$ cat src/rtl/microseq_pkg.sv
// Shared encodings for the microprogram sequencer datapath: operand mux
// selects and ALU mode values.
package microseq_pkg;

  localparam logic [1:0] AMUX_R    = 2'b00;
  localparam logic [1:0] AMUX_D    = 2'b01;
  localparam logic [1:0] AMUX_ZERO = 2'b10;
  localparam logic [1:0] AMUX_TOP  = 2'b11;

  localparam logic [1:0] BMUX_PC   = 2'b00;
  localparam logic [1:0] BMUX_D    = 2'b01;
  localparam logic [1:0] BMUX_ZERO = 2'b10;
  localparam logic [1:0] BMUX_D2   = 2'b11;

  // Value of cen selecting each ALU operation.
  localparam logic ALU_OR  = 1'b0;
  localparam logic ALU_ADD = 1'b1;

endpackage

$ cat src/rtl/microseq_stack.sv
// LIFO return stack with occupancy count, full/empty and sticky
// overflow/underflow flags; top is combinational and reads zero when empty.
module microseq_stack #(
  parameter int AW    = 8,
  parameter int DEPTH = 4,
  parameter int SPW   = $clog2(DEPTH + 1)
) (
  input  logic          clk,
  input  logic          rst_n,
  input  logic          sync_clr,
  input  logic          push_en,
  input  logic          pop_en,
  input  logic [AW-1:0] wdata,
  output logic [AW-1:0] top,
  output logic [SPW-1:0] sp,
  output logic          full,
  output logic          empty,
  output logic          ovf,
  output logic          unf
);

  localparam int IW = $clog2(DEPTH);

  logic [AW-1:0]  mem [DEPTH];
  logic [SPW-1:0] top_idx;
  logic           do_replace;
  logic           do_push;
  logic           do_pop;

  assign full    = (sp == SPW'(DEPTH));
  assign empty   = (sp == '0);
  assign top_idx = sp - SPW'(1);
  assign top     = empty ? '0 : mem[top_idx[IW-1:0]];

  // Push+pop on a non-empty stack rewrites the top; on an empty stack it
  // degenerates to a plain push.
  assign do_replace = push_en & pop_en & ~empty;
  assign do_push    = push_en & ~do_replace;
  assign do_pop     = pop_en & ~push_en;

  always_ff @(posedge clk or negedge rst_n) begin
    if (!rst_n) begin
      sp  <= '0;
      ovf <= 1'b0;
      unf <= 1'b0;
    end else if (sync_clr) begin
      sp  <= '0;
      ovf <= 1'b0;
      unf <= 1'b0;
    end else if (do_push) begin
      if (full) ovf <= 1'b1;
      else      sp  <= sp + SPW'(1);
    end else if (do_pop) begin
      if (empty) unf <= 1'b1;
      else       sp  <= sp - SPW'(1);
    end
  end

  // Storage needs no reset: entries above sp are never observed.
  always_ff @(posedge clk) begin
    if (rst_n && !sync_clr) begin
      if (do_replace)
        mem[top_idx[IW-1:0]] <= wdata;
      else if (do_push && !full)
        mem[sp[IW-1:0]] <= wdata;
    end
  end

endmodule

$ cat src/rtl/microseq_datapath.sv
// Registered datapath of the microprogram sequencer: operand muxes, ALU,
// PC, R, output address register and the return stack.
module microseq_datapath
  import microseq_pkg::*;
#(
  parameter int AW    = 8,
  parameter int DEPTH = 4
) (
  input  logic                       clk,
  input  logic                       rst_n,
  input  logic [AW-1:0]              d_in,
  input  logic                       sync_clr,
  input  logic                       cen,
  input  logic                       inc,
  input  logic                       pc_mux_sel,
  input  logic                       rsel,
  input  logic                       rce,
  input  logic [1:0]                 a_mux_sel,
  input  logic [1:0]                 b_mux_sel,
  input  logic                       push,
  input  logic                       pop,
  input  logic                       stack_we,
  input  logic                       stack_re,
  input  logic                       src_sel,
  input  logic                       out_ce,
  input  logic                       oen,
  output logic [AW-1:0]              y,
  output logic                       y_oe,
  output logic [AW-1:0]              pc_q,
  output logic [AW-1:0]              r_q,
  output logic [$clog2(DEPTH+1)-1:0] sp,
  output logic                       full,
  output logic                       empty,
  output logic                       ovf,
  output logic                       unf
);

  logic [AW-1:0] a_op;
  logic [AW-1:0] b_op;
  logic [AW-1:0] alu;
  logic [AW-1:0] top;
  logic [AW-1:0] pc_inc;
  logic [AW-1:0] pc_next;
  logic [AW-1:0] push_data;

  always_comb begin
    a_op = '0;
    unique case (a_mux_sel)
      AMUX_R:    a_op = r_q;
      AMUX_D:    a_op = d_in;
      AMUX_ZERO: a_op = '0;
      AMUX_TOP:  a_op = top;
      default:   a_op = '0;
    endcase
  end

  always_comb begin
    b_op = '0;
    unique case (b_mux_sel)
      BMUX_PC:   b_op = pc_q;
      BMUX_D:    b_op = d_in;
      BMUX_ZERO: b_op = '0;
      BMUX_D2:   b_op = d_in;
      default:   b_op = '0;
    endcase
  end

  assign alu       = (cen == ALU_ADD) ? (a_op + b_op) : (a_op | b_op);
  assign pc_inc    = pc_q + AW'(1);
  assign pc_next   = (pc_mux_sel ? pc_q : alu) + AW'(inc);
  assign push_data = src_sel ? r_q : pc_inc;
  assign y_oe      = oen;

  always_ff @(posedge clk or negedge rst_n) begin
    if (!rst_n) begin
      pc_q <= '0;
      r_q  <= '0;
      y    <= '0;
    end else if (sync_clr) begin
      pc_q <= '0;
      r_q  <= '0;
      y    <= '0;
    end else begin
      pc_q <= pc_next;
      if (rce)    r_q <= rsel ? alu : d_in;
      if (out_ce) y   <= alu;
    end
  end

  microseq_stack #(
    .AW    (AW),
    .DEPTH (DEPTH)
  ) u_stack (
    .clk      (clk),
    .rst_n    (rst_n),
    .sync_clr (sync_clr),
    .push_en  (push & stack_we),
    .pop_en   (pop & stack_re),
    .wdata    (push_data),
    .top      (top),
    .sp       (sp),
    .full     (full),
    .empty    (empty),
    .ovf      (ovf),
    .unf      (unf)
  );

endmodule

$ cat config.mk
export PLATFORM = sky130hd
export DESIGN_NAME = microseq_datapath
export DESIGN_NICKNAME = d
export VERILOG_FILES = /design/src/rtl/microseq_pkg.sv /design/src/rtl/microseq_stack.sv /design/src/rtl/microseq_datapath.sv
export SDC_FILE = /design/constraint.sdc
export NUM_CORES = 1
export LEC_CHECK = 0
export CAP_MARGIN = 5
export CORE_UTILIZATION = 50
export CTS_CLUSTER_DIAMETER = 150
export DETAILED_ROUTE_END_ITERATION = 8
export PLACE_DENSITY = 0.78
export SYNTH_ARGS = -nofsm -noshare
export SYNTH_HDL_FRONTEND = slang
export SYNTH_SLANG_ARGS = --single-unit
$ cat constraint.sdc
create_clock -name clk -period 5.17 [get_ports clk]
set_clock_uncertainty 0.05 [all_clocks]
set_input_delay 1.551 -clock clk [delete_from_list [all_inputs] [get_ports clk]]
set_output_delay 1.551 -clock clk [all_outputs]
set_load 0.01 [all_outputs]
==> impl_metrics.py <==
metrics = {
    "timing": {
        "fmax_mhz": 219,
        "finalSetupTns_ns": 0,
        "setup_viol": 0,
        "fin_crit_sh_pct": 88.1,
        "whs_ns": 0.465,
        "slew_headroom_pct": 47.6,
        "worstMarginPinSlew_ns": 0.783,
        "finalCriticalPeriod_ns": 4.56,
        "slew_viol_final": 0,
        "finalHoldViolCount": 0,
        "grt_setup_unrepaired": "false",
    },
    "yosys": {
        "syn_avg_cell_area_um2": 10.3,
        "ys_top_cells_by_area": "edfxtp_1 26%, dfrtp_1 19%, mux2i_1 7.5%, ha_1 7.0%, nor2_1 4.5%",
        "synth.distinct_cells": 51,
        "yosysTopAreaCell": "edfxtp_1",
        "seq_area_frac_synth_pct": 45.3,
        "synth_top_area_share_pct": 25.8,
        "syn_area_um2": 3730,
        "ys_warn_count": 0,
        "synthCells": 362,
        "ys.flop_type": "edfxtp_1",
        "syn_nets": 411,
        "synth-edff-count": 32,
        "synth_seq_cells": 61,
        "synth_async_sr_flop_share_pct": 47.5,
    },
    "cts": {
        "cts_buffers": 9,
        "clock_latency_ns": 0.34,
        "cts_buffer_depth": 2,
        "postCtsSetupRepairBufs": 0,
        "clk_pin_slew_ns": 0.07,
        "htree_num_levels": 3,
        "clock_sinks": 61,
        "cts_resized": 0,
        "cts_tree": "built",
        "hold_buffers": 0,
        "cts_root_buf": "clkbuf_8",
    },
    "worst_setup_path": {
        "critPathLaunchType": "input port",
        "path_class": "in -> reg",
        "r2r_end": "pc_q[6]",
        "cp-end-kind": "register",
        "r2r-start": "u_stack.sp[1]",
        "cp_max_fo": 7,
        "crit_end": "pc_q[7]",
        "r2r_slack_ns": 0.91,
        "r2r_cells": 15,
        "required_ns": 5.39,
        "startpoint": "b_mux_sel[0]",
        "worstPathArrival_ns": 4.78,
    },
    "drt": {
        "via_per_inst": 5.66,
        "drc": 0,
        "vias": 2965,
        "drt_iter0_markers": 139,
        "first_pass_iters": 4,
        "ant_nets": 0,
        "detail_route.wl_per_cell_um": 17.6,
        "wl_mm": 9.24,
    },
    "floorplan": {
        "core-area_um2": 7210,
        "die_x_um": 88.3,
        "rows": 31,
        "io_pins": 59,
        "die_area_um2": 7800,
        "initial_core_util_pct": 51.7,
        "die_height_um": 88.3,
    },
    "place": {
        "place.gp.congestion": 1.03,
        "place.port_buffers": 56,
        "dp_hpwl_mm": 6.68,
    },
    "finish": {
        "nets": 469,
        "antenna_cells": 0,
        "syn_to_final_growth_pct": 23.7,
        "drive_gt1_share_pct": 9.65,
        "fillCellCount": 589,
    },
    "global_route": {
        "grt_pass1_vias": 3028,
        "antenna_found_initial": 0,
        "grt_pass1_wl_mm": 15.1,
        "grt_usage_pct": 26.2,
        "grt_max_degree": 32,
        "gr-total-overflow": 0,
    },
    "power": {
        "clock_power_share_pct": 26.9,
        "power_switching_mw": 0.578,
        "p_sw_share_pct": 33.8,
        "powerDensity_nw_per_um2": 371,
        "power.leakage_nw": 1.89,
        "seqPwrFrac_pct": 35.2,
        "p_int_mw": 1.13,
        "vdd_ir_drop_max_v": 0.000292,
        "pwr-share-comb_pct": 37.9,
    },
    "outcome": {
        "run_status": "complete, no violations",
    },
    "hold_path": {
        "min_path_type": "reg -> reg",
    },
    "run": {
        "cap_violations": 0,
    },
}
## cell usage after synthesis (all sizes together), types with 2 or more instances
cell type and instances:
buf 5, a21oi 27, clkbuf 13, mux2 14, nand4 3, a22o 6
o21ai 12, dfrtp 29, a22oi 2, nor2b 6, a211oi 9, xnor2 7
nand2 19, a221oi 2, o22ai 6, mux2i 28, o211ai 2, nor2 45
nand3 6, xor2 9, nor3 4, o2111ai 2, o22a 2, edfxtp 32
nand2b 3, inv 21, ha 21, and3 3, a21o 5, or3 3
o31ai 3
## worst min path at each step
| stage | from | endpoint | slack (ns) | depth (start not counted) |
|---|---|---|---|---|
| after floorplan | u_stack.ovf | u_stack.ovf | 0.48 | 2 |
| after global placement | u_stack.ovf | u_stack.ovf | 0.43 | 2 |
| after detailed placement | u_stack.unf | u_stack.unf | 0.45 | 2 |
| after CTS | u_stack.ovf | u_stack.ovf | 0.47 | 2 |
| after global routing | y[2] | y[2] | 0.50 | 2 |
| final | u_stack.ovf | u_stack.ovf | 0.46 | 2 |
## metal layers
metal / share of wire, % / up-vias / wire, µm / GRT usage (%)
met5: 0 / - / 0 / 0
met4: 1.7 / 0 / 157 / 13.0
met3: 3.6 / 17 / 332 / 4.29
met2: 50 / 82 / 4620 / 44.1
met1: 45 / 1439 / 4130 / 32.7
li1: - / 1427 / - / -
## flip-flops by register name, summed over array words and instances, names as in the netlist
signal and flops:
u_stack.mem 32, pc_q 8, r_q 8, y 8
u_stack.sp 3, u_stack.ovf 1, u_stack.unf 1
## critical path: stages
cell and delay, ns:
clkdlybuf4s50_1 0.58, nor2_1 0.17, a22o_1 0.24, ha_1 0.22
fa_1 0.41, a21o_1 0.20, a21oi_1 0.18, xnor2_1 0.09
a21oi_1 0.49, o31ai_1 0.17, a311o_1 0.33, a21oi_1 0.14
## cell type report
type | instances | area (µm²) | area share [%]
clock buffers | 10 | 128 | 2.77
clock inverters | 6 | 77.6 | 1.68
inverters | 22 | 82.6 | 1.79
multi-input cells | 261 | 1880 | 40.9
flip-flops and latches | 61 | 1690 | 36.6
well taps | 99 | 124 | 2.69
repair buffers | 65 | 628 | 13.6
## layout by cell type (no fill, tap or decap), types with 4 or more instances in the layout
cell and n:
a211oi_1 9, a21o_1 5, a21oi_1 26, a22o_1 6, buf_4 9, clkbuf_8 9, clkdlybuf4s50_1 56, dfrtp_1 29
edfxtp_1 32, ha_1 21, inv_1 21, mux2_2 13, mux2i_1 28, nand2_1 19, nand3_1 6, nor2_1 45
nor2b_1 6, nor3_1 4, o21ai_0 11, o22ai_1 6, xnor2_1 7, xor2_1 9
## metrics by stage
stage	util [%]	setup slack [ns]	std cells	area, µm²	total power, mW
2_1_floorplan	-	0.667	362	3730	1.03
3_3_place_gp	61.1	0.368	508	4410	1.23
3_5_place_dp	61.1	0.293	508	4410	1.25
4_1_cts	63.9	0.637	524	4610	1.71
5_1_grt	63.9	0.425	524	4610	1.79
6_report	63.9	0.613	524	4610	1.71
## kinds of logic after synthesis
logic type	count (synthesis)	share of synthesized area [%]
mux	43	12.5
compound gates	84	15.1
flops	61	45.3
fa+ha+maj	22	7.59
xor+xnor	16	3.76
simple gates	96	11.6
buf+inv	40	4.20
## power by group through the flow
stage / logic, mW / registers, mW / clock network (mW)
6_report: 0.648 / 0.602 / 0.459
5_1_grt: 0.705 / 0.606 / 0.482
4_1_cts: 0.647 / 0.601 / 0.463
3_5_place_dp: 0.639 / 0.611 / 0
3_3_place_gp: 0.622 / 0.609 / 0
2_1_floorplan: 0.410 / 0.615 / 0
(Power assumes the default switching activity.)
